[src/rtl/debug_controller.sv]
// debug_controller: turns single-byte UART commands into processor clock-enable
// control, and serializes a snapshot of the processor debug vector, least
// significant byte first, to the UART transmitter.
//
// Handshake with the transmitter: tx_start is held high for START_HOLD cycles
// while tx_data is stable. A rising edge on tx_done completes the current byte.
// That edge may arrive during the hold or after it. tx_data does not change
// until the byte completes. rx_done and tx_done count only on their rising
// edges, so a flag held high for several cycles is a single event.
module debug_controller #(
    parameter int unsigned DBG_W      = 322,
    parameter int unsigned START_HOLD = 16,
    parameter logic [7:0]  CMD_RUN    = 8'h63,
    parameter logic [7:0]  CMD_HALT   = 8'h68,
    parameter logic [7:0]  CMD_STEP   = 8'h73,
    parameter logic [7:0]  CMD_DUMP   = 8'h64
) (
    input  logic             clk,
    input  logic             rst_n,
    input  logic [7:0]       rx_data,
    input  logic             rx_done,
    input  logic             tx_done,
    input  logic [DBG_W-1:0] debug_signal,
    input  logic             halt_req,
    output logic             enable,
    output logic [7:0]       tx_data,
    output logic             tx_start,
    output logic             busy
);
    localparam int unsigned NBYTES = (DBG_W + 7) / 8;
    localparam int unsigned SNAP_W = NBYTES * 8;
    localparam int unsigned IDX_W  = (NBYTES > 1) ? $clog2(NBYTES) : 1;
    localparam int unsigned CNT_W  = $clog2(START_HOLD + 1);
    localparam logic [IDX_W-1:0] LAST_IDX = IDX_W'(NBYTES - 1);
    localparam logic [CNT_W-1:0] LAST_CNT = CNT_W'(START_HOLD - 1);

    typedef enum logic [2:0] {
        S_HALTED = 3'd0,
        S_RUN    = 3'd1,
        S_STEP   = 3'd2,
        S_SNAP   = 3'd3,
        S_SEND   = 3'd4,
        S_WAIT   = 3'd5
    } state_t;

    state_t              state_q, state_d;
    logic [IDX_W-1:0]    idx_q, idx_d;
    logic [CNT_W-1:0]    cnt_q, cnt_d;
    logic                done_seen_q, done_seen_d;
    logic [SNAP_W-1:0]   snap_q, snap_d;
    logic                rx_prev_q, tx_prev_q;
    logic                rx_ev, tx_ev, last_byte;

    assign rx_ev     = rx_done & ~rx_prev_q;
    assign tx_ev     = tx_done & ~tx_prev_q;
    assign last_byte = (idx_q == LAST_IDX);

    // State, byte index, hold counter, snapshot and edge-detect history
    always_ff @(posedge clk or negedge rst_n) begin
        if (!rst_n) begin
            state_q     <= S_HALTED;
            idx_q       <= '0;
            cnt_q       <= '0;
            done_seen_q <= 1'b0;
            snap_q      <= '0;
            rx_prev_q   <= 1'b0;
            tx_prev_q   <= 1'b0;
        end else begin
            state_q     <= state_d;
            idx_q       <= idx_d;
            cnt_q       <= cnt_d;
            done_seen_q <= done_seen_d;
            snap_q      <= snap_d;
            rx_prev_q   <= rx_done;
            tx_prev_q   <= tx_done;
        end
    end

    // Next-state: command decode, step/halt handling and the byte-send sequence
    always_comb begin
        state_d     = state_q;
        idx_d       = idx_q;
        cnt_d       = cnt_q;
        done_seen_d = done_seen_q;
        snap_d      = snap_q;
        case (state_q)
            S_HALTED: begin
                if (rx_ev) begin
                    if (rx_data == CMD_RUN)       state_d = S_RUN;
                    else if (rx_data == CMD_STEP) state_d = S_STEP;
                    else if (rx_data == CMD_DUMP) state_d = S_SNAP;
                end
            end
            S_RUN: begin
                // A halt command and halt_req in the same cycle give one transition.
                if (halt_req || (rx_ev && rx_data == CMD_HALT)) state_d = S_SNAP;
            end
            S_STEP: state_d = S_SNAP;
            S_SNAP: begin
                snap_d      = SNAP_W'(debug_signal);
                idx_d       = '0;
                cnt_d       = '0;
                done_seen_d = 1'b0;
                state_d     = S_SEND;
            end
            S_SEND: begin
                // A tx_done edge during the hold is remembered; the byte is
                // retired when the hold ends.
                if (tx_ev) done_seen_d = 1'b1;
                if (cnt_q == LAST_CNT) begin
                    cnt_d = '0;
                    if (done_seen_q || tx_ev) begin
                        done_seen_d = 1'b0;
                        if (last_byte) begin
                            state_d = S_HALTED;
                        end else begin
                            idx_d   = idx_q + 1'b1;
                            state_d = S_SEND;
                        end
                    end else begin
                        state_d = S_WAIT;
                    end
                end else begin
                    cnt_d = cnt_q + 1'b1;
                end
            end
            S_WAIT: begin
                if (tx_ev) begin
                    cnt_d = '0;
                    if (last_byte) begin
                        state_d = S_HALTED;
                    end else begin
                        idx_d   = idx_q + 1'b1;
                        state_d = S_SEND;
                    end
                end
            end
            default: state_d = S_HALTED;
        endcase
    end

    // Outputs are decoded from the registered state, so they are glitch-free
    // and fall to reset values as soon as rst_n is asserted.
    always_comb begin
        enable   = (state_q == S_RUN) || (state_q == S_STEP);
        tx_start = (state_q == S_SEND);
        busy     = (state_q == S_SNAP) || (state_q == S_SEND) || (state_q == S_WAIT);
        tx_data  = snap_q[{idx_q, 3'b000} +: 8];
    end

endmodule
[config.mk]
export PLATFORM = sky130hd
export DESIGN_NAME = debug_controller
export DESIGN_NICKNAME = d
export VERILOG_FILES = /design/src/rtl/debug_controller.sv
export SDC_FILE = /design/constraint.sdc
export NUM_CORES = 1
export LEC_CHECK = 0
export CORE_UTILIZATION = 46
export DETAILED_ROUTE_END_ITERATION = 8
export GPL_ROUTABILITY_DRIVEN = 0
export HOLD_SLACK_MARGIN = 0.12
export PLACE_DENSITY = 0.77
export SETUP_SLACK_MARGIN = 0.02
export SKIP_CTS_REPAIR_TIMING = 1
export SLEW_MARGIN = 20
export SYNTH_ARGS = -nofsm -noshare
export SYNTH_HDL_FRONTEND = slang
export SYNTH_SLANG_ARGS = --single-unit
export TNS_END_PERCENT = 30
[constraint.sdc]
create_clock -name clk -period 2.3 [get_ports clk]
set_clock_uncertainty 0.1 [all_clocks]
set_input_delay 0.23 -clock clk [delete_from_list [all_inputs] [get_ports clk]]
set_output_delay 0.23 -clock clk [all_outputs]
set_load 0.005 [all_outputs]
[After elaboration in Yosys (flattened, before gate mapping)]
Cells that the tools add are included.
Word-level totals
  output and inout port bits: 11
  register bits after elaboration: 339
  input port bits: 335
Cells by class
  shift-type cells: 1
  reduce and logical (&&, ||, !) cells: 12
  multiplexer cells: 22
  bitwise gates (word level): 4
  equal/unequal tests: 17
  add/subtract/negate cells: 2
Operators with widths (number)
  variable part select 328 x 10 -> 8 bit: 1
  == test 8 x 7 -> 1 bit, second input constant: 4
  two-way mux 3 bit: 9
  two-way mux 6 bit: 4
  one-hot mux 3 bit (6 select lines): 1
  one-hot mux 6 bit (3 select lines): 1
  one-hot mux 5 bit (3 select lines): 1
  two-way mux 5 bit: 2
  adder 6 x 1 -> 6 bit, second input constant: 1
  == test 3 x 2 -> 1 bit, second input constant: 2
  == test 3 bit, second input constant: 2
  == test 6 bit, second input constant: 1
  != test 2 bit, second input constant: 3
  adder 5 x 1 -> 5 bit, second input constant: 1
  == test 5 x 4 -> 1 bit, second input constant: 1
  logical OR 1 bit: 5
  AND reduction 5 bit: 1
  != test 2 x 1 -> 1 bit, second input constant: 2
  != test 4 bit, second input constant: 1
  AND reduction 4 bit: 1
  == test 3 x 1 -> 1 bit, second input constant: 1
  logical NOT 3 bit: 1
  two-way mux 1 bit: 3
  nonzero test 3 bit: 1
  other kinds (6): 8

[Depth between registers and ports, before layout]
  depth after elaboration: 6
  gate-level depth with buffers: 10

[Worst setup path before layout]
Ideal clock, no wire load.
  path kind: reg2reg
  start: reg idx_q[0]
  end: reg idx_q[3]
  required time: 2122 ps
  period minus slack after synthesis: 2263 ps
  buffers on the path: 4
  stages on the path, launching flop included: 11
  setup slack: 37 ps
  arrival time: 2085 ps
  path through: dfrtp_1 > buf_6 > buf_6 > buf_6 > buf_6 > inv_1 > ha_1 > nand3_1 > nand3_2 > or4_1 > a21oi_1
On the way
  longest elaborated chain between the ends: 5
  elaborated cells between the ends (all ways): 7
Ends and longest elaborated chain
  start: declaration: line 47  | logic [IDX_W-1:0] idx_q, idx_d;
  start signal: assignment: line 70  | idx_q <= idx_d;
  adder 6 x 1 -> 6 bit / == test 6 bit (equally long branches): line 117, 133, 56
  two-way mux 6 bit *: line 114, 130
  two-way mux 6 bit: line 112  | if (done_seen_q || tx_ev) begin
  two-way mux 6 bit: line 110  | if (cnt_q == LAST_CNT) begin
  one-hot mux 6 bit (3 select lines) *: line 86  | case (state_q)
Every way passes the cells marked *; elsewhere a longest branch is shown, timed or not. The select of a mux whose other input is x is not followed.
A chain may end at the register's enable or synchronous reset.

[Worst setup path in the final report]
  start: reg idx_q[0]
  end: out tx_data[7]
On the way
  longest elaborated chain between the ends: 1
Ends and longest elaborated chain
  variable part select 328 x 10 -> 8 bit: line 148  | tx_data = snap_q[{idx_q, 3'b000} +: 8];
  end: declaration: line 26  | output logic [7:0] tx_data,
No other way between the ends.

==> impl_results.rst <==
.. list-table::
   :header-rows: 1

   * - Metric
     - Value
   * - Power density normalized to cell area
     - 792.3 nW/um2
   * - Critical Path, Cell by Cell
     - buf_12 -> buf_12 -> buf_8 -> mux4_2 -> mux2i_2 -> o211ai_1 -> o2bb2ai_2 -> clkbuf_2
   * - Die boundary height
     - 186.8 um
   * - Count of mapped cells out of synthesis
     - 1712
   * - M1 WL
     - 20410 um
   * - Total clock sinks
     - 339
   * - Per-instance average area after synthesis
     - 9.171 um2
   * - Final total negative setup slack
     - -5.759 ns
   * - Flop2flop setup slack
     - -0.05 ns
   * - Sequential-to-total area share from yosys stat
     - 54.03%
   * - Remaining design rule violation count
     - 0
   * - Die area
     - 34880 um2
   * - Routed Antenna Nets
     - 0
   * - Area fraction of the dominant cell type after synthesis
     - 54.03%
   * - Instance count along the most critical hold path
     - 3
   * - Total Nets Final
     - 2446
   * - Drt first pass iters
     - 5
   * - Combinational power share
     - 31.0%
   * - Antenna violations before repair
     - 2
   * - Family with the most delay on the worst path
     - multiplexers
   * - Post-synthesis sequential element count
     - 339
   * - Most common cell after layout, fill and taps aside
     - sky130_fd_sc_hd__nand2_1
   * - Area of the placeable core
     - 33530 um2
   * - Max Slew Vio Count
     - 0
   * - Data arrival time of the critical path
     - 2.77 ns
   * - Synth area leader
     - sky130_fd_sc_hd__dfrtp_1
   * - Reg2reg start
     - idx_q[0]
   * - Die W
     - 186.8 um
   * - Net switching fraction of the power
     - 28.39%
   * - Min-Delay Path Class
     - input port to flip-flop
   * - Final wirelength
     - 50210 um
   * - Maximum level of the CTS H-tree
     - 2
   * - Power after layout
     - 17370 uW
   * - Shortest clock period the worst path allows after layout
     - 3.103 ns
   * - Detail Route met3 WL
     - 4144 um
   * - Setup repair after global routing missed its margin
     - yes
   * - Worst setup margin
     - -0.8034 ns
   * - Multiplexer fraction of the synthesized cell area
     - 12.14%
   * - Area grow syn2layout
     - 39.64%
   * - Clock network latency to the later pin of the worst-skew pair
     - 0.52 ns
   * - Port bufs
     - 345
   * - Part of the cycle the worst path needs
     - 134.9%
   * - Commonest cells after routing, fill and taps aside
     - 995 x sky130_fd_sc_hd__nand2_1, 336 x sky130_fd_sc_hd__dfrtp_1, 336 x sky130_fd_sc_hd__clkdlybuf4s50_1, 85 x sky130_fd_sc_hd__buf_4, 56 x sky130_fd_sc_hd__mux4_2
   * - Synth area leaders
     - sky130_fd_sc_hd__dfrtp_1 54%, sky130_fd_sc_hd__nand2_1 24%, sky130_fd_sc_hd__mux4_2 7.7%
   * - Proportion of register bits with asynchronous set or reset after synthesis
     - 100.0%
   * - Pin count of the biggest net entering global routing
     - 134
   * - Endpoint of the lowest-slack register-to-register path
     - idx_q[3]
   * - Clock group share of total power
     - 33.5%
   * - Source of the worst hold timing path
     - debug_signal[320]
   * - TritonCTS clock tree
     - done
   * - Hold worst-path end
     - snap_q[320]
   * - Met2 wire len
     - 23350 um
   * - Routed length per placed instance
     - 19.45 um
   * - Internal power
     - 12440 uW
   * - Aggregate global routing overflow
     - 0
   * - Yosys synthesis warning count
     - 0
   * - Count of standard-cell rows
     - 67
   * - Root cell of the clock tree
     - sky130_fd_sc_hd__clkbuf_16
   * - Final hold vios
     - 0
   * - Initial DRC count
     - 1270
   * - Vias in the first global route
     - 13932
   * - Post-synth EDFFs
     - 0
   * - MaxCap Viol Count
     - 0
   * - Initial standard-cell utilization of the core
     - 46.82%
   * - Setup crit end kind
     - output port
   * - Top Metal Used
     - met5
   * - Nets in the synthesized netlist
     - 2050
   * - Area share of and/or/nand/nor cells after synthesis
     - 26.02%
   * - Critical path start-end classification
     - flip-flop to output port
   * - Ports
     - 346
   * - Via Count
     - 14009
   * - Rel. slew slack
     - 62.85%
   * - Most used cell along the critical path
     - sky130_fd_sc_hd__buf_12
   * - Static Leak
     - 0.009329 uW
   * - Outcome
     - finished with violations
   * - Switching power
     - 4931 uW
   * - Final setup violating endpoints
     - 10
   * - Cell at the slowest stage of the critical path
     - sky130_fd_sc_hd__dfrtp_4
   * - Synth Area in Compound Gates
     - 3.992%
   * - Distinct cells, synth
     - 57
   * - First-pass GRT wire length
     - 76000 um
   * - Average via count per standard cell
     - 5.428
   * - Violations in the final reports
     - negative setup slack
   * - Depth of the worst register-to-register path
     - 9
   * - Total clock buffers created by CTS
     - 36
   * - Most used flip-flop cell after synthesis
     - sky130_fd_sc_hd__dfrtp_1
   * - Combinational family with the most area after synthesis
     - simple AND/OR/NAND/NOR gates
   * - Sequential share of power
     - 35.5%
   * - Max incr delay on CP
     - 0.57 ns
   * - Buffering stage count on the worst path with inverters included
     - 4
   * - Launching element type of the critical path
     - flip-flop
   * - Mapped Area
     - 15700 um2
   * - Peak fanout along the critical path
     - 6
   * - Fraction of layout cells with a size suffix above 1
     - 13.88%
   * - Worst Tran Pin Value
     - 0.5573 ns
   * - Clock transition at the registers of the reported paths
     - 0.07 ns
   * - Required time at the worst-slack endpoint
     - 1.97 ns
   * - Adder and majority gate portion of the synthesized area
     - 0.2391%
   * - Overall global routing resource usage
     - 28.13%
   * - Worst-case vdd ir drop
     - 0.6202 mV
   * - DP HPWL
     - 36060 um
   * - Highest Clock Rate
     - 322.2 MHz
   * - Clk buf depth
     - 3
   * - Xor and xnor fraction of the mapped netlist area
     - 0.05578%
## worst reg2reg max path, cell delays in order, from the launching register on
cell,delay [ns]
sky130_fd_sc_hd__dfrtp_4,0.53
sky130_fd_sc_hd__buf_12,0.19
sky130_fd_sc_hd__buf_16,0.15
sky130_fd_sc_hd__buf_4,0.12
sky130_fd_sc_hd__inv_1,0.08
sky130_fd_sc_hd__ha_2,0.19
sky130_fd_sc_hd__nand3_2,0.09
sky130_fd_sc_hd__nand3_4,0.11
sky130_fd_sc_hd__or4_1,0.52
sky130_fd_sc_hd__a21oi_2,0.18
## cell type report
| cell class | instances | area (um2) |
|---|---|---|
| clock inverters | 11 | 118.9 |
| well taps | 448 | 560.5 |
| fillers | 2602 | 11610 |
| flip-flops and latches | 339 | 8489 |
| multi-input cells | 1262 | 6972 |
| clock buffers | 51 | 1049 |
| diodes | 1 | 2.502 |
| inverters | 3 | 11.26 |
| repair buffers | 466 | 4723 |
## sequential cells by signal, summed over array words and instances, names as in the netlist
signal,count
tx_prev_q,1
idx_q,6
snap_q,322
rx_prev_q,1
state_q,3
cnt_q,5
done_seen_q,1
## how the worst max path moves through the flow
stage,end,startpoint,depth (start not counted)
floorplan,idx_q[3],idx_q[0],10
finish,tx_data[7],idx_q[0],8
global route,tx_data[7],idx_q[0],8
global placement,tx_data[0],idx_q[0],8
detailed placement,tx_data[0],idx_q[0],8
CTS,tx_data[0],idx_q[0],8
## metal layers
metal,vias up,track usage (%)
met5,-,0
met4,2,13.40
met3,136,5.699
met2,705,44.25
met1,6829,37.55
li1,6337,-
## cells in the mapped netlist (all sizes together), types with 2 or more instances
library cell	count
a211oi	7
a21oi	18
a221o	2
a22o	8
a22oi	10
a311oi	3
a31oi	2
and2	3
and3	3
buf	46
clkbuf	62
dfrtp	339
ha	3
inv	3
mux2i	60
mux4	57
nand2	997
nand2b	2
nand3	5
nand3b	4
nand4	5
nor2	12
nor2b	4
nor3	4
nor4b	2
o211ai	3
o21ai	11
o221ai	5
o22ai	4
o2bb2ai	3
o31ai	3
o32ai	3
or3b	3
or4	3
## per-stage QoR
stage	setup slack, ns	instances	hold WS [ns]	util (%)	instance area [um2]
detailed placement	-0.5606	2482	0.09605	59.80	20050
finish	-0.8034	2581	0.1354	65.39	21930
CTS	-1.112	2544	-0.4441	63.28	21220
floorplan	0.03738	1712	-0.1656	-	15700
global placement	-0.4815	2482	0.09920	59.80	20050
global route	-0.8143	2581	0.1466	65.39	21930
## logic make-up (layout without fill, tap and decap cells)
kind of cell / count (synthesis) / count (layout)
xor gates and xnor gates: 1 / 1
other: 0 / 1
AOI/OAI and AO/OA: 89 / 89
adders and majority gates: 3 / 3
DFF: 339 / 339
and+or+nand+nor: 1051 / 1051
muxes: 118 / 118
buffers and inverters: 111 / 531
## power by group through the flow
stage | sequential (uW) | combinational (uW) | clock (uW)
floorplan | 6220 | 2340 | 0
global placement | 6250 | 4190 | 0
detailed placement | 6260 | 4280 | 0
CTS | 6140 | 4300 | 5870
global route | 6180 | 5640 | 6090
finish | 6170 | 5390 | 5820
Note: power is estimated with default switching activity, not from simulation.
